**config.mk**
```make
export PLATFORM = sky130hd
export DESIGN_NAME = fetch_unit_flat
export DESIGN_NICKNAME = d
export VERILOG_FILES = /design/src/rtl/fetch_unit_pkg.sv /design/src/rtl/fetch_unit_if.sv /design/src/rtl/fetch_align.sv /design/src/rtl/fetch_unit.sv /design/src/flat_wrapper.sv
export SDC_FILE = /design/constraint.sdc
export NUM_CORES = 1
export LEC_CHECK = 0
export ABC_CLOCK_PERIOD_IN_PS = 4900
export BUFFER_PORTS_ARGS = -buffer_cell sky130_fd_sc_hd__buf_2
export CAP_MARGIN = 20
export CORE_AREA = 5 5 278 280
export DETAILED_ROUTE_END_ITERATION = 6
export DIE_AREA = 0 0 283 285
export GPL_TIMING_DRIVEN = 0
export PLACE_DENSITY_LB_ADDON = 0.15
export REMOVE_ABC_BUFFERS = 1
export SLEW_MARGIN = 10
export SYNTH_ARGS = -nofsm -noshare
export SYNTH_HDL_FRONTEND = slang
export SYNTH_SLANG_ARGS = --single-unit
```
**constraint.sdc**
```tcl
create_clock -name clock_i -period 4.9 [get_ports clock_i]
set_clock_uncertainty 0.1 [all_clocks]
set_input_delay 0.735 -clock clock_i [delete_from_list [all_inputs] [get_ports clock_i]]
set_output_delay 0.735 -clock clock_i [all_outputs]
set_load 0.05 [all_outputs]
```
**src/rtl/fetch_unit_pkg.sv**
```systemverilog
// Shared fetch definitions: bundle geometry, length encoding, line-offset bit
// positions and the sequencer state encoding.
package fetch_unit_pkg;

  localparam int instructionsPerBundle = 4;
  localparam int wordBits              = 32;
  localparam int bundleBits            = instructionsPerBundle * wordBits;
  localparam int lineBytesLog2         = 4;
  localparam int lineBytes             = 1 << lineBytesLog2;

  // Word offset within a 16-byte line lives in address bits [3:2]
  localparam int offsetLsb = 2;
  localparam int offsetMsb = 3;

  // bundleLen encodes (valid instruction count - 1)
  localparam logic [1:0] lenFull = 2'b11;

  typedef enum logic {
    REQ  = 1'b0,
    HOLD = 1'b1
  } fetchState_t;

  function automatic logic [2:0] lenToCount(input logic [1:0] len);
    return {1'b0, len} + 3'd1;
  endfunction

endpackage

```
**src/rtl/fetch_unit_if.sv**
```systemverilog
// Bus bundle between the fetch sequencer and its environment (core control,
// instruction cache and fetch queue). master = fetch unit side.
interface fetch_unit_if #(
  parameter int addressWidth            = 64,
  parameter int maxBundleSize           = 128,
  parameter int PidSize                 = 32,
  parameter int TidSize                 = 64,
  parameter int instructionCounterWidth = 64
);

  logic [PidSize-1:0]                 pid_i;
  logic [TidSize-1:0]                 tid_i;
  logic                               redirect_i;
  logic [addressWidth-1:0]            redirectAddress_i;
  logic                               queueFull_i;

  logic                               cacheReq_o;
  logic [addressWidth-1:0]            cacheAddress_o;
  logic                               cacheAck_i;
  logic [maxBundleSize-1:0]           cacheData_i;

  logic                               bundleWrite_o;
  logic [addressWidth-1:0]            bundleAddress_o;
  logic [1:0]                         bundleLen_o;
  logic [PidSize-1:0]                 bundlePid_o;
  logic [TidSize-1:0]                 bundleTid_o;
  logic [instructionCounterWidth-1:0] bundleStartMajId_o;
  logic [maxBundleSize-1:0]           bundle_o;

  modport master (
    input  pid_i, tid_i, redirect_i, redirectAddress_i, queueFull_i,
    input  cacheAck_i, cacheData_i,
    output cacheReq_o, cacheAddress_o,
    output bundleWrite_o, bundleAddress_o, bundleLen_o, bundlePid_o,
    output bundleTid_o, bundleStartMajId_o, bundle_o
  );

  modport slave (
    output pid_i, tid_i, redirect_i, redirectAddress_i, queueFull_i,
    output cacheAck_i, cacheData_i,
    input  cacheReq_o, cacheAddress_o,
    input  bundleWrite_o, bundleAddress_o, bundleLen_o, bundlePid_o,
    input  bundleTid_o, bundleStartMajId_o, bundle_o
  );

endinterface

```
**src/rtl/fetch_align.sv**
```systemverilog
// Drops the words ahead of the fetch offset, left-justifies the rest into
// slot 0 and zero-fills the tail; also produces the bundle length code.
module fetch_align
  import fetch_unit_pkg::*;
#(
  parameter int instructionWidth = 32,
  parameter int maxBundleSize    = 128
) (
  input  logic [maxBundleSize-1:0] line,
  input  logic [1:0]               offset,
  output logic [maxBundleSize-1:0] bundle,
  output logic [1:0]               len
);

  // Word 0 sits in the most significant bits, so a left shift moves
  // word <offset> into slot 0 and shifts zeros into the vacated slots.
  always_comb begin
    bundle = line << (int'(offset) * instructionWidth);
    len    = lenFull - offset;
  end

endmodule

```
**src/rtl/fetch_unit.sv**
```systemverilog
// Fetch sequencer: owns the PC and major-ID counter, issues one aligned line
// request at a time and turns each returned line into a tagged bundle.
//
//   state | meaning
//   REQ   | cache request asserted for the line containing PC
//   HOLD  | line captured in the bundle registers, waiting for queue space
module fetch_unit
  import fetch_unit_pkg::*;
#(
  parameter int                      addressWidth            = 64,
  parameter int                      instructionWidth        = 32,
  parameter int                      maxBundleSize           = 128,
  parameter int                      PidSize                 = 32,
  parameter int                      TidSize                 = 64,
  parameter int                      instructionCounterWidth = 64,
  parameter logic [addressWidth-1:0] resetVector             = '0
) (
  input logic          clock_i,
  input logic          reset_i,
  fetch_unit_if.master bus
);

  fetchState_t                        state, stateNext;
  logic [addressWidth-1:0]            pc, pcNext;
  logic [addressWidth-1:0]            alignedPc, nextLinePc;
  logic [instructionCounterWidth-1:0] majId, majIdNext;
  logic                               writeNext;
  logic                               captureEn;

  logic [maxBundleSize-1:0]           alignBundle;
  logic [1:0]                         alignLen;

  logic                               bundleWrite;
  logic [addressWidth-1:0]            bundleAddress;
  logic [1:0]                         bundleLen;
  logic [PidSize-1:0]                 bundlePid;
  logic [TidSize-1:0]                 bundleTid;
  logic [instructionCounterWidth-1:0] bundleStartMajId;
  logic [maxBundleSize-1:0]           bundleData;

  assign alignedPc  = {pc[addressWidth-1:lineBytesLog2], {lineBytesLog2{1'b0}}};
  assign nextLinePc = alignedPc + addressWidth'(lineBytes);

  fetch_align #(
    .instructionWidth (instructionWidth),
    .maxBundleSize    (maxBundleSize)
  ) u_align (
    .line   (bus.cacheData_i),
    .offset (pc[offsetMsb:offsetLsb]),
    .bundle (alignBundle),
    .len    (alignLen)
  );

  // PC is untouched while in HOLD, so alignLen still describes the held line
  // and serves the major-ID advance in both states.
  always_comb begin
    stateNext = state;
    pcNext    = pc;
    majIdNext = majId;
    writeNext = 1'b0;
    captureEn = 1'b0;

    if (bus.redirect_i) begin
      pcNext    = bus.redirectAddress_i;
      stateNext = REQ;
    end else begin
      case (state)
        REQ: begin
          if (bus.cacheAck_i) begin
            captureEn = 1'b1;
            if (bus.queueFull_i) begin
              stateNext = HOLD;
            end else begin
              writeNext = 1'b1;
              pcNext    = nextLinePc;
              majIdNext = majId + instructionCounterWidth'(lenToCount(alignLen));
            end
          end
        end
        HOLD: begin
          if (!bus.queueFull_i) begin
            writeNext = 1'b1;
            pcNext    = nextLinePc;
            majIdNext = majId + instructionCounterWidth'(lenToCount(alignLen));
            stateNext = REQ;
          end
        end
        default: stateNext = REQ;
      endcase
    end
  end

  always_ff @(posedge clock_i) begin
    if (!reset_i) begin
      state            <= REQ;
      pc               <= resetVector;
      majId            <= '0;
      bundleWrite      <= 1'b0;
      bundleAddress    <= '0;
      bundleLen        <= '0;
      bundlePid        <= '0;
      bundleTid        <= '0;
      bundleStartMajId <= '0;
      bundleData       <= '0;
    end else begin
      state       <= stateNext;
      pc          <= pcNext;
      majId       <= majIdNext;
      bundleWrite <= writeNext;
      // A stalled line parks in the output registers; the write pulse comes later
      if (captureEn) begin
        bundleAddress    <= pc;
        bundleLen        <= alignLen;
        bundlePid        <= bus.pid_i;
        bundleTid        <= bus.tid_i;
        bundleStartMajId <= majId;
        bundleData       <= alignBundle;
      end
    end
  end

  assign bus.cacheReq_o         = (state == REQ);
  assign bus.cacheAddress_o     = alignedPc;
  assign bus.bundleWrite_o      = bundleWrite;
  assign bus.bundleAddress_o    = bundleAddress;
  assign bus.bundleLen_o        = bundleLen;
  assign bus.bundlePid_o        = bundlePid;
  assign bus.bundleTid_o        = bundleTid;
  assign bus.bundleStartMajId_o = bundleStartMajId;
  assign bus.bundle_o           = bundleData;

endmodule

```
**src/flat_wrapper.sv**
```systemverilog
// flat-port wrapper written by rule: the top's interface ports become plain ports
module fetch_unit_flat import fetch_unit_pkg::*;
#(
  parameter int                      addressWidth            = 64,
  parameter int                      instructionWidth        = 32,
  parameter int                      maxBundleSize           = 128,
  parameter int                      PidSize                 = 32,
  parameter int                      TidSize                 = 64,
  parameter int                      instructionCounterWidth = 64,
  parameter logic [addressWidth-1:0] resetVector             = '0
)
  (clock_i, reset_i, bus_pid_i, bus_tid_i, bus_redirect_i, bus_redirectAddress_i, bus_queueFull_i, bus_cacheAck_i, bus_cacheData_i, bus_cacheReq_o, bus_cacheAddress_o, bus_bundleWrite_o, bus_bundleAddress_o, bus_bundleLen_o, bus_bundlePid_o, bus_bundleTid_o, bus_bundleStartMajId_o, bus_bundle_o);
  fetch_unit_if #(.addressWidth(addressWidth), .maxBundleSize(maxBundleSize), .PidSize(PidSize), .TidSize(TidSize), .instructionCounterWidth(instructionCounterWidth)) bus_i ();
  input logic clock_i;
  input logic reset_i;
  input wire logic [$bits(bus_i.pid_i)-1:0] bus_pid_i;
  input wire logic [$bits(bus_i.tid_i)-1:0] bus_tid_i;
  input wire logic [$bits(bus_i.redirect_i)-1:0] bus_redirect_i;
  input wire logic [$bits(bus_i.redirectAddress_i)-1:0] bus_redirectAddress_i;
  input wire logic [$bits(bus_i.queueFull_i)-1:0] bus_queueFull_i;
  input wire logic [$bits(bus_i.cacheAck_i)-1:0] bus_cacheAck_i;
  input wire logic [$bits(bus_i.cacheData_i)-1:0] bus_cacheData_i;
  output wire logic [$bits(bus_i.cacheReq_o)-1:0] bus_cacheReq_o;
  output wire logic [$bits(bus_i.cacheAddress_o)-1:0] bus_cacheAddress_o;
  output wire logic [$bits(bus_i.bundleWrite_o)-1:0] bus_bundleWrite_o;
  output wire logic [$bits(bus_i.bundleAddress_o)-1:0] bus_bundleAddress_o;
  output wire logic [$bits(bus_i.bundleLen_o)-1:0] bus_bundleLen_o;
  output wire logic [$bits(bus_i.bundlePid_o)-1:0] bus_bundlePid_o;
  output wire logic [$bits(bus_i.bundleTid_o)-1:0] bus_bundleTid_o;
  output wire logic [$bits(bus_i.bundleStartMajId_o)-1:0] bus_bundleStartMajId_o;
  output wire logic [$bits(bus_i.bundle_o)-1:0] bus_bundle_o;
  assign bus_i.pid_i = bus_pid_i;
  assign bus_i.tid_i = bus_tid_i;
  assign bus_i.redirect_i = bus_redirect_i;
  assign bus_i.redirectAddress_i = bus_redirectAddress_i;
  assign bus_i.queueFull_i = bus_queueFull_i;
  assign bus_i.cacheAck_i = bus_cacheAck_i;
  assign bus_i.cacheData_i = bus_cacheData_i;
  assign bus_cacheReq_o = bus_i.cacheReq_o;
  assign bus_cacheAddress_o = bus_i.cacheAddress_o;
  assign bus_bundleWrite_o = bus_i.bundleWrite_o;
  assign bus_bundleAddress_o = bus_i.bundleAddress_o;
  assign bus_bundleLen_o = bus_i.bundleLen_o;
  assign bus_bundlePid_o = bus_i.bundlePid_o;
  assign bus_bundleTid_o = bus_i.bundleTid_o;
  assign bus_bundleStartMajId_o = bus_i.bundleStartMajId_o;
  assign bus_bundle_o = bus_i.bundle_o;
  fetch_unit #(.addressWidth(addressWidth), .instructionWidth(instructionWidth), .maxBundleSize(maxBundleSize), .PidSize(PidSize), .TidSize(TidSize), .instructionCounterWidth(instructionCounterWidth), .resetVector(resetVector)) u_core (.clock_i(clock_i), .reset_i(reset_i), .bus(bus_i));
endmodule
```
==> impl_results.rst, run 1 <==
.. list-table::
   :header-rows: 1

   * - Metric
     - Value
   * - GPL Wtd Cong
     - 0.829
   * - FMAX
     - 243 MHz
   * - Delay contributed by the slowest stage of the critical path
     - 0.79 ns
   * - Cell with the biggest individual delay on the critical path
     - nor3b_2
   * - Core outline area
     - 74200 sq um
   * - Max H-tree Level
     - 2
   * - Initial core utilization
     - 27.9%
   * - Number of global-route vias before repair
     - 19700
   * - Worst min-delay path class
     - primary input to flip-flop
   * - Synthesized area divided by synthesized cell count
     - 8.10 sq um
   * - Maximum number of pins on one net before global-route repair
     - 112
   * - Cell count after synthesis
     - 2556
   * - Final Total Pwr
     - 10400 uW
   * - Wire length of the first global-routing pass
     - 120000 microns
   * - Layout cells sized above 1
     - 27.6%
   * - Start of the worst register-to-register path
     - u_core.state
   * - Measured slew at the worst slew-check pin
     - 1.00 ns
   * - Number of maximum-capacitance constraint violations
     - 0
   * - Final Non-Filler Cells
     - 4137
   * - Quantity of I/O buffers inserted on ports
     - 708
   * - Cell row count
     - 100
   * - Total vias in the final route
     - 20400
   * - Post-CTS setup repair buffer count
     - 0
   * - Router iterations before antenna repair
     - 5
   * - Unrepaired setup endpoints after global routing
     - no
   * - Number of antenna violations at the first check in global routing
     - 22
   * - Endpoint of the worst-slack reg-to-reg timing path
     - u_core.bus.bundle_o[91]
   * - Number of clock sinks seen by CTS
     - 484
   * - Final TNS setup
     - 0 ns
   * - Post-synth EDFFs
     - 0
   * - Clk pin slew, worst setup/hold paths
     - 0.06 ns
   * - # setup viols final
     - 0
   * - Type of element capturing the critical path
     - flip-flop
   * - DRT Wirelength
     - 79100 microns
   * - Later-pin clock latency in the skew report
     - 0.61 ns
   * - Drt wl/cell
     - 19.1 microns
   * - Final critical path time including I/O delays and setup
     - 4.11 ns
   * - Most frequently used flop master after synthesis
     - dfxtp_1
   * - Maximum fanout encountered on the critical timing path
     - 24
   * - Status
     - finished, final reports clean
   * - Clock tree from TritonCTS
     - yes
   * - GRT Resource Usage Total
     - 18.4%
   * - Synth warn
     - 0
   * - Ratio of total power to cell area
     - 383 nW/um^2
   * - Full die area
     - 80700 sq um
   * - Clock root buffer
     - clkbuf_16
   * - Post-route antenna net violation count
     - 0
   * - Endpoint, Worst Hold
     - u_core.bus.bundlePid_o[21]
   * - Post-DR vias/cell
     - 4.94
   * - Post-cts repair resize count
     - 0
   * - Async SR Flop Fraction
     - 0%
   * - Number of stages on the worst hold path
     - 3
   * - Remaining max-slew budget at the tightest pin
     - 32.7%
   * - Seq cells post-synth
     - 484
   * - Iter 0 DRT Violations
     - 1241
   * - Portion of the post-synthesis area used by sequential elements
     - 46.8%
   * - Hold buffer count at CTS
     - 0
   * - Count of unique library cells instantiated by Yosys
     - 54
   * - Number of instances in the placed design
     - 4012
   * - Count of cells along the worst register-to-register path
     - 14
   * - Detailed placer's ending HPWL
     - 58600 microns
   * - Final number of max-transition violations
     - 0
   * - List of cells traversed by the critical path
     - buf_2, nor3b_2, buf_6, buf_6, buf_6, buf_4, buf_6, buf_8, buf_4, buf_6, nand2_1, nor2_4, buf_16, a221oi_1, nor2_1
   * - Peak VDD IR
     - 0.289 mV
   * - Most frequent cell on the critical path
     - buf_6
   * - Final Net Count
     - 3400
   * - Final worst path period share
     - 83.9%
   * - Number of buffers on the longest clock path
     - 3
   * - Final Hold Viols
     - 0
   * - Standby leakage power
     - 0.0110 uW
   * - Global route total overflow
     - 0
   * - Required time of the worst setup path
     - 5.32 ns
   * - Worst Min Path Start
     - bus_pid_i[21]
   * - Flop-to-flop setup slack
     - 0.97 ns
   * - DIE HEIGHT
     - 285 microns
   * - Post-synthesis instance area
     - 20700 sq um
   * - Critical path start-end classification
     - primary input to flip-flop
   * - Synthesis-to-finish area growth
     - 30.9%
   * - Total DRC errors in the routed layout
     - 0
   * - WP data arrival
     - 4.53 ns
   * - CTS buffer count
     - 58
   * - Crit start category
     - primary input
   * - I/O Pins
     - 713
   * - Chip width
     - 283 microns
==> stage by stage <==
| stage | cell area (sq um) | setup slack [ns] | hold slack [ns] | utilization (%) |
|---|---|---|---|---|
| after global placement | 24200 | -24.59 | 0.340 | 32.7 |
| after global routing | 27100 | 0.643 | 0.226 | 36.5 |
| after CTS | 27000 | 0.868 | 0.208 | 36.4 |
| final | 27100 | 0.787 | 0.263 | 36.5 |
| after floorplan | 19500 | -11.33 | 0.327 | - |
| after detailed placement | 24900 | 0.213 | 0.343 | 33.6 |
==> critical path, delay by kind of cell <==
| kind | cells | cell delay, ns |
|---|---|---|
| buf+inv | 10 | 2.05 |
| compound gates | 1 | 0.11 |
| simple gates | 4 | 1.58 |
==> worst max path at each step <==
stage	startpoint	to	slack [ns]	cells after the start
after CTS	bus_redirect_i	u_core.bus.bundle_o[91]	0.87	15
after detailed placement	bus_redirect_i	u_core.bus.bundle_o[91]	0.21	15
after global placement	bus_redirect_i	u_core.bus.bundle_o[7]	-24.59	6
final	bus_redirect_i	u_core.bus.bundle_o[91]	0.79	15
after floorplan	bus_redirect_i	u_core.bus.bundle_o[0]	-11.33	5
after global routing	bus_redirect_i	u_core.bus.bundle_o[91]	0.64	15
==> cells in the final DEF, fill, tap and decap left out, types with 15 or more instances in the layout <==
master	n
dfxtp_1	482
xor2_1	36
o21ai_0	65
a21oi_1	345
a31oi_1	18
nor2_1	185
nor3_1	82
a221oi_1	32
nand4_1	48
nand3_1	54
o31ai_1	25
and3_1	24
nor2b_1	33
a22oi_1	32
xnor2_1	23
clkbuf_8	17
buf_2	708
and4_1	20
nand2_1	500
mux2i_1	67
diode_2	15
or3_1	25
a211oi_1	79
clkbuf_16	58
or4_1	26
==> logic make-up after synthesis <==
logic type                 after synthesis  synth area share, %
AOI/OAI and AO/OA                      619                 17.7
xor gates and xnor gates                59                 2.50
adders and majority gates                4                0.278
buffers and inverters                  277                 6.19
DFF                                    484                 46.8
muxes                                   67                 3.24
other                                    1               0.0181
and+or+nand+nor                       1045                 23.2
==> cells in the mapped netlist (4+ instances only) <==
cell type | number | area share (%)
nand2_1 | 500 | 9.1
dfxtp_1 | 484 | 47
a21oi_1 | 345 | 8.3
clkbuf_1 | 190 | 3.4
nor2_1 | 186 | 3.4
nor3_1 | 83 | 2.0
a211oi_1 | 79 | 2.9
mux2i_1 | 67 | 3.2
o21ai_0 | 65 | 1.6
buf_4 | 64 | 2.3
nand3_1 | 55 | 1.3
nand4_1 | 48 | 1.5
xor2_1 | 36 | 1.5
nor2b_1 | 33 | 1.0
a221oi_1 | 32 | 1.4
a22oi_1 | 32 | 1.2
or4_1 | 26 | 0.94
o31ai_1 | 25 | 0.91
or3_1 | 25 | 0.76
and3_1 | 24 | 0.73
xnor2_1 | 23 | 0.97
and4_1 | 20 | 0.85
a31oi_1 | 18 | 0.54
inv_1 | 15 | 0.27
nor4_1 | 13 | 0.39
and2_1 | 7 | 0.21
buf_1 | 6 | 0.11
nand2b_1 | 5 | 0.15
o21a_1 | 5 | 0.18
o311a_1 | 4 | 0.19
o31a_1 | 4 | 0.17
or3_2 | 4 | 0.15
==> per-layer routing <==
layer,track usage [%],wire length (microns),part of all wire (%)
met1,22.1,32300,41
met2,31.9,39000,49
met3,5.22,5610,7.1
met4,5.68,2170,2.7
met5,0,92,0.12
==> power by group <==
group	switching [uW]	internal, uW
sequential	142	4080
combinational	1010	396
clock	1790	2960
==> registers in the layout, summed over array words and instances (netlist names) <==
name,flops
u_core.bus.bundleWrite_o,1
u_core.state,1
u_core.bus.bundleLen_o,2
u_core.bus.bundleAddress_o,64
u_core.bus.bundle_o,128
u_core.majId,64
u_core.pc,64
u_core.bus.bundleStartMajId_o,64
u_core.bus.bundlePid_o,32
u_core.bus.bundleTid_o,64
==> final cells by class <==
cell class | count | area [sq um]
Inverter | 16 | 67.6
Clock buffer | 83 | 1720
Multi-Input combinational cell | 1798 | 9780
Timing Repair Buffer | 745 | 4160
Clock inverter | 27 | 420
Antenna cell | 15 | 37.5
Sequential cell | 484 | 9700
Tap cell | 969 | 1210
Fill cell | 7781 | 47100
Note: power is estimated with default switching activity, not from simulation.
==> run 2, diff against run 1 <==
--- a/config.mk
+++ b/config.mk
@@ -5,7 +5,7 @@
 export SDC_FILE = /design/constraint.sdc
 export NUM_CORES = 1
 export LEC_CHECK = 0
-export ABC_CLOCK_PERIOD_IN_PS = 4900
+export ABC_CLOCK_PERIOD_IN_PS = 3800
 export BUFFER_PORTS_ARGS = -buffer_cell sky130_fd_sc_hd__buf_2
 export CAP_MARGIN = 20
 export CORE_AREA = 5 5 278 280
==> constraint.sdc (replaced) <==
create_clock -name clock_i -period 3.8 [get_ports clock_i]
set_clock_uncertainty 0.1 [all_clocks]
set_input_delay 0.57 -clock clock_i [delete_from_list [all_inputs] [get_ports clock_i]]
set_output_delay 0.57 -clock clock_i [all_outputs]
set_load 0.05 [all_outputs]
==> impl_results.rst, run 2 (synthesis results as in run 1) <==
.. list-table::
   :header-rows: 1

   * - Metric
     - Value
   * - Status
     - finished, final reports clean
   * - Final Total Pwr
     - 13400 uW (+29%)
   * - Clock network fraction of design power
     - 45.7% (about the same)
   * - Max H-tree Level
     - 2 (unchanged)
   * - Endpoint of the worst-slack reg-to-reg timing path
     - u_core.bus.bundle_o[91]
   * - Cell row count
     - 100 (unchanged)
   * - Core outline area
     - 74200 sq um (unchanged)
   * - Critical path start-end classification
     - primary input to flip-flop
   * - List of cells traversed by the critical path
     - buf_2, inv_4, buf_16, nand3_4, buf_16, buf_16, buf_16, nor3_1, a221oi_1, nor2_1
   * - Critical Path Start
     - bus_redirect_i
   * - DIE HEIGHT
     - 285 microns (unchanged)
   * - Total net switching power
     - 3790 uW (+29%)
   * - Unrepaired setup endpoints after global routing
     - no
   * - Final critical path time including I/O delays and setup
     - 3.42 ns
   * - Final worst path period share
     - 90.0%
   * - Standby leakage power
     - 0.0111 uW (about the same)
   * - # setup viols final
     - 0 (unchanged)
   * - Most frequent cell on the critical path
     - buf_16
   * - Fraction of power spent switching nets
     - 28.3% (about the same)
   * - CTS buffer count
     - 58 (unchanged)
   * - Synthesis-to-finish area growth
     - 31.1%
   * - Number of global-route vias before repair
     - 19700 (+0.020%)
   * - Flop-to-flop setup slack
     - 0.40 ns (-0.57 ns)
   * - Clock tree from TritonCTS
     - yes
   * - Crit start category
     - primary input
   * - Layout cells sized above 1
     - 27.7% (+0.078 points)
   * - Quantity of I/O buffers inserted on ports
     - 708 (unchanged)
   * - Required time of the worst setup path
     - 4.16 ns (-1.16 ns)
   * - Drt wl/cell
     - 19.1 microns (about the same)
   * - Max FFs per register
     - 128 (unchanged)
   * - Number of maximum-capacitance constraint violations
     - 0 (unchanged)
   * - Count of cells along the worst register-to-register path
     - 14 (unchanged)
   * - Endpoint, Worst Hold
     - u_core.bus.bundlePid_o[21]
   * - Total DRC errors in the routed layout
     - 0 (unchanged)
   * - Full die area
     - 80700 sq um (unchanged)
   * - Chip width
     - 283 microns (unchanged)
   * - Type of element capturing the critical path
     - flip-flop
   * - Post-route antenna net violation count
     - 0 (unchanged)
   * - DRT Wirelength
     - 79300 microns (+0.18%)
   * - Final Hold Viols
     - 0 (unchanged)
   * - Cell with the biggest individual delay on the critical path
     - buf_2
   * - GPL Wtd Cong
     - 0.829 (unchanged)
   * - Worst min-delay path class
     - primary input to flip-flop
   * - Worst Min Path Start
     - bus_pid_i[21]
   * - Number of buffers on the longest clock path
     - 3 (unchanged)
   * - Wire length of the first global-routing pass
     - 120000 microns (about the same)
   * - Global route total overflow
     - 0 (unchanged)
   * - Maximum fanout encountered on the critical timing path
     - 87 (+260%)
   * - WP data arrival
     - 3.78 ns (-0.75 ns)
   * - Final number of max-transition violations
     - 0 (unchanged)
   * - Register share of total power
     - 40.7% (about the same)
   * - Iter 0 DRT Violations
     - 1276 (+2.8%)
   * - Later-pin clock latency in the skew report
     - 0.61 ns (about the same)
   * - Number of instances in the placed design
     - 4012 (unchanged)
   * - Remaining max-slew budget at the tightest pin
     - 34.4% (+1.6 points)
   * - GRT Resource Usage Total
     - 18.4% (about the same)
   * - Detailed placer's ending HPWL
     - 58600 microns (unchanged)
   * - I/O Pins
     - 713 (unchanged)
   * - Total vias in the final route
     - 20400 (-0.029%)
   * - Clock root buffer
     - clkbuf_16
   * - Initial core utilization
     - 27.9% (unchanged)
   * - Clk pin slew, worst setup/hold paths
     - 0.06 ns (about the same)
   * - Number of stages on the worst hold path
     - 3 (unchanged)
   * - Post-DR vias/cell
     - 4.93 (-0.13%)
   * - Ratio of total power to cell area
     - 493 nW/um^2 (+29%)
   * - Most frequent cells in the layout
     - buf_2 (708), nand2_1 (500), dfxtp_1 (482)
   * - Peak VDD IR
     - 0.374 mV (+29%)
   * - Measured slew at the worst slew-check pin
     - 0.977 ns (-0.0240 ns)
   * - Hold buffer count at CTS
     - 0 (unchanged)
   * - Number of antenna violations at the first check in global routing
     - 22 (unchanged)
   * - Cell internal pwr
     - 9590 uW (+29%)
   * - Router iterations before antenna repair
     - 5 (unchanged)
   * - Start of the worst register-to-register path
     - u_core.state
   * - Worst hold-check slack
     - 0.0982 ns (-0.164 ns)
   * - Final Net Count
     - 3402 (+0.059%)
   * - Number of clock sinks seen by CTS
     - 484 (unchanged)
   * - Delay contributed by the slowest stage of the critical path
     - 0.54 ns (-0.25 ns)
   * - Maximum number of pins on one net before global-route repair
     - 112 (unchanged)
   * - Final Non-Filler Cells
     - 4141 (+0.097%)
   * - Commonest non-fill, non-tap cell in the layout
     - buf_2
   * - Part of the total power dissipated in combinational logic
     - 13.6% (about the same)
   * - FMAX
     - 292 MHz
run 2: changes by cell type in the layout (fill, tap and decap cells not counted), sizes merged:
| cell | previous run | this run |
|---|---|---|
| diode | 15 | 17 |
| buf | 745 | 747 |
run 2: what timing repair did:
| action | 4_1_cts | 5_1_grt |
|---|---|---|
| cloned | 0 | 0 |
| endpoints found under the setup margin | 20 | 21 |
| pin swaps | 0 | 1 |
| endpoints found under the hold margin | 0 | 0 |
| gates resized for setup | 2 | 0 |
| buffers inserted | 0 | 2 |
run 2: how the worst max path moves through the flow:
stage / to
final: u_core.bus.bundle_o[91]
after global routing: u_core.bus.bundle_o[6]
after CTS: u_core.bus.bundle_o[91]
after detailed placement: u_core.bus.bundle_o[91]
after global placement: u_core.bus.bundle_o[7]
after floorplan: u_core.bus.bundle_o[0]
run 2: area by class of cell:
cell class,count,area (sq um)
diodes,17,42.5
repair buffers,747,4200
fillers,7777,47100
inverters,16,67.6
multi-input cells,1798,9780
clock inverters,27,420
flip-flops and latches,484,9700
well taps,969,1210
clock buffers,83,1720
run 2: metrics by stage:
step | utilization [%] | cell area (sq um) | setup WS (ns) | TNS, ns
detailed placement | 33.6 | 24900 | -0.722 | -24.38
global route | 36.5 | 27100 | 0.163 | 0
global placement | 32.7 | 24200 | -25.52 | -7652.07
CTS | 36.5 | 27000 | 0.0775 | 0
finish | 36.6 | 27100 | 0.379 | 0
floorplan | - | 19500 | -12.27 | -3774.40
run 2: metal layers:
layer | routed length (microns) | GRT usage [%] | part of all wire (%)
met5 | 92 | 0 | 0.12
met4 | 2190 | 5.67 | 2.8
met3 | 5410 | 5.23 | 6.8
met2 | 39000 | 31.9 | 49
met1 | 32600 | 22.1 | 41
run 2: power groups by stage:
stage | Sequential, uW | Combinational [uW] | Clock (uW)
after floorplan | 6160 | 601 | 0
after detailed placement | 5560 | 1830 | 0
final | 5440 | 1820 | 6120
after global routing | 5470 | 1950 | 6530
after CTS | 5450 | 1830 | 6320
after global placement | 5580 | 1860 | 0
run 2: worst max-delay path: cells and delay by family:
kind	cells	cell delay [ns]
compound gates	1	0.26
buf+inv	6	2.05
simple gates	3	0.66
==> run 3, diff against run 2 <==
==> constraint.sdc (replaced) <==
create_clock -name clock_i -period 3.8 [get_ports clock_i]
set_clock_uncertainty 0.1 [all_clocks]
set_input_delay 0.95 -clock clock_i [delete_from_list [all_inputs] [get_ports clock_i]]
set_output_delay 0.95 -clock clock_i [all_outputs]
set_load 0.05 [all_outputs]
==> impl_results.rst, run 3 (synthesis results as in run 1) <==
.. list-table::
   :header-rows: 1

   * - Metric
     - Value
   * - Maximum number of pins on one net before global-route repair
     - 112 (unchanged)
   * - Core outline area
     - 74200 sq um (unchanged)
   * - Layout cells sized above 1
     - 27.7% (+0.046 points)
   * - Number of maximum-capacitance constraint violations
     - 0 (unchanged)
   * - Final Hold Viols
     - 0 (unchanged)
   * - Standby leakage power
     - 0.0111 uW (about the same)
   * - Final worst path period share
     - 93.9% (+3.9 points)
   * - Commonest non-fill, non-tap cell in the layout
     - buf_2
   * - Met3 wire len
     - 5660 microns (+4.7%)
   * - Number of clock sinks seen by CTS
     - 484 (unchanged)
   * - Chip width
     - 283 microns (unchanged)
   * - Uppermost layer routed
     - met5
   * - Clock root buffer
     - clkbuf_16
   * - Final critical path time including I/O delays and setup
     - 3.57 ns (+0.149 ns)
   * - Cell row count
     - 100 (unchanged)
   * - Status
     - finished, final reports clean
   * - Initial core utilization
     - 27.9% (unchanged)
   * - Unrepaired setup endpoints after global routing
     - no
   * - Router iterations before antenna repair
     - 5 (unchanged)
   * - Count of fill cells added during filler insertion
     - 7776 (-0.013%)
   * - Final TNS setup
     - 0 ns (unchanged)
   * - Max H-tree Level
     - 2 (unchanged)
   * - Measured slew at the worst slew-check pin
     - 1.01 ns (+0.0299 ns)
   * - Number of global-route vias before repair
     - 19700 (+0.035%)
   * - Final number of max-transition violations
     - 0 (unchanged)
   * - Cell internal pwr
     - 9590 uW (about the same)
   * - Wire length of the first global-routing pass
     - 120000 microns (about the same)
   * - Total net switching power
     - 3800 uW (+0.20%)
   * - Part of the total power dissipated in combinational logic
     - 13.7% (about the same)
   * - Total DRC errors in the routed layout
     - 0 (unchanged)
   * - Number of buffers on the longest clock path
     - 3 (unchanged)
   * - Post-DR vias/cell
     - 4.95 (+0.28%)
   * - Hold buffer count at CTS
     - 0 (unchanged)
   * - FMAX
     - 280 MHz (-4.2%)
   * - Register share of total power
     - 40.6% (about the same)
   * - WP data arrival
     - 3.92 ns (+0.14 ns)
   * - Register cell area after layout
     - 9700 sq um (unchanged)
   * - Clk pin slew, worst setup/hold paths
     - 0.06 ns (about the same)
   * - # setup viols final
     - 0 (unchanged)
   * - Final Net Count
     - 3404 (+0.059%)
   * - Total vias in the final route
     - 20500 (+0.35%)
   * - Synthesis-to-finish area growth
     - 31.2% (about the same)
   * - Met2 wire len
     - 39400 microns (+0.98%)
   * - Full die area
     - 80700 sq um (unchanged)
   * - Final design instance area without fill
     - 27200 sq um (about the same)
   * - Detailed-routing wirelength on met1
     - 32800 microns (+0.88%)
   * - I/O Pins
     - 713 (unchanged)
   * - GPL Wtd Cong
     - 0.829 (unchanged)
   * - Type of element capturing the critical path
     - flip-flop
   * - Critical path start-end classification
     - primary input to flip-flop
   * - Post-route antenna net violation count
     - 0 (unchanged)
   * - Detailed placer's ending HPWL
     - 58600 microns (unchanged)
   * - Global route total overflow
     - 0 (unchanged)
   * - Drt wl/cell
     - 19.4 microns (+1.1%)
   * - Max FFs per register
     - 128 (unchanged)
   * - Peak VDD IR
     - 0.373 mV (about the same)
   * - Instance area at placement
     - 24900 sq um (unchanged)
   * - Remaining max-slew budget at the tightest pin
     - 32.4% (-2.0 points)
   * - CTS buffer count
     - 58 (unchanged)
   * - Multi-input gate area
     - 9790 sq um (+0.10%)
   * - DIE HEIGHT
     - 285 microns (unchanged)
   * - Iter 0 DRT Violations
     - 1260 (-1.3%)
   * - Clock network fraction of design power
     - 45.7% (about the same)
   * - Crit start category
     - primary input
   * - Ratio of total power to cell area
     - 493 nW/um^2 (about the same)
   * - Number of antenna violations at the first check in global routing
     - 23 (+4.5%)
   * - Fraction of power spent switching nets
     - 28.4% (+0.038 points)
   * - DRT Wirelength
     - 80200 microns (+1.2%)
   * - Most frequent cells in the layout
     - buf_2 (707), nand2_1 (500), dfxtp_1 (482)
   * - GRT Resource Usage Total
     - 18.4% (about the same)
   * - Worst min-delay path class
     - flip-flop to flip-flop
   * - Maximum fanout encountered on the critical timing path
     - 88 (+1.1%)
   * - Final Non-Filler Cells
     - 4144 (+0.072%)
   * - Required time of the worst setup path
     - 4.16 ns (about the same)
   * - Clock tree from TritonCTS
     - yes
   * - Number of instances in the placed design
     - 4012 (unchanged)
   * - Quantity of I/O buffers inserted on ports
     - 708 (unchanged)
   * - Later-pin clock latency in the skew report
     - 0.61 ns (about the same)
[run 3: cell count changes in the layout (fill, tap and decap cells not counted)]
| cell | change |
|---|---|
| diode_2 | +1 |
| buf_4 | +1 |
| clkbuf_4 | +1 |
| nand3_2 | +1 |
| buf_2 | -1 |
[run 3: path summary, 6_finish.rpt]
path | startpoint | to | slack (ns) | depth (start not counted)
worst min-delay path | u_core.bus.bundleStartMajId_o[13] | u_core.bus.bundleStartMajId_o[13] | 0.35 | 2
worst max register to register | u_core.majId[2] | u_core.majId[35] | 0.44 | 5
worst max-delay path | bus_redirect_i | u_core.bus.bundle_o[91] | 0.23 | 9
worst min register to register | u_core.bus.bundleStartMajId_o[13] | u_core.bus.bundleStartMajId_o[13] | 0.35 | 2
[run 3: power groups by stage]
stage,registers (uW),logic [uW],clock network [uW]
floorplan,6160,601,0
global placement,5580,1860,0
detailed placement,5560,1830,0
CTS,5450,1830,6320
global route,5470,1960,6530
finish,5440,1830,6120
[run 3: per-layer routing]
metal / vias to the layer above / global-route usage [%]
met3: 131 / 5.23
met1: 9694 / 22.1
met2: 642 / 31.9
met5: - / 0
met4: 14 / 5.67
li1: 10000 / -
[run 3: final cells by class]
type                       instances  share of cell area [%]
antenna                           18                   0.166
multi-input combinational       1799                    36.1
sequential                       484                    35.7
clock buffer                      83                    6.32
timing repair buffer             748                    15.5
tap                              969                    4.46
clock inverter                    27                    1.55
inverter                          16                   0.249
[run 3: worst max-delay path: stages]
cell	delay, ns
clkbuf_4	0.30
inv_4	0.35
buf_16	0.33
nand3_4	0.43
buf_16	0.37
buf_16	0.26
buf_16	0.24
a221oi_1	0.37
nor2_1	0.09
[run 3: through the flow]
step | worst slack (ns) | hold WS [ns] | power [uW] | util, %
floorplan | -12.65 | 0.327 | 6760 | -
global placement | -25.90 | 0.340 | 7440 | 32.7
detailed placement | -1.10 | 0.343 | 7380 | 33.6
CTS | 0.0587 | 0.351 | 13600 | 36.5
global route | 0.0655 | 0.366 | 14000 | 36.6
finish | 0.231 | 0.348 | 13400 | 36.6
[run 3: repair_timing]
action,CTS,global route
setup endpoints to repair,33,72
buffers inserted,1,2
pin swaps,1,2
hold endpoints to repair,0,0
gates resized for setup,2,1
cloned,0,1
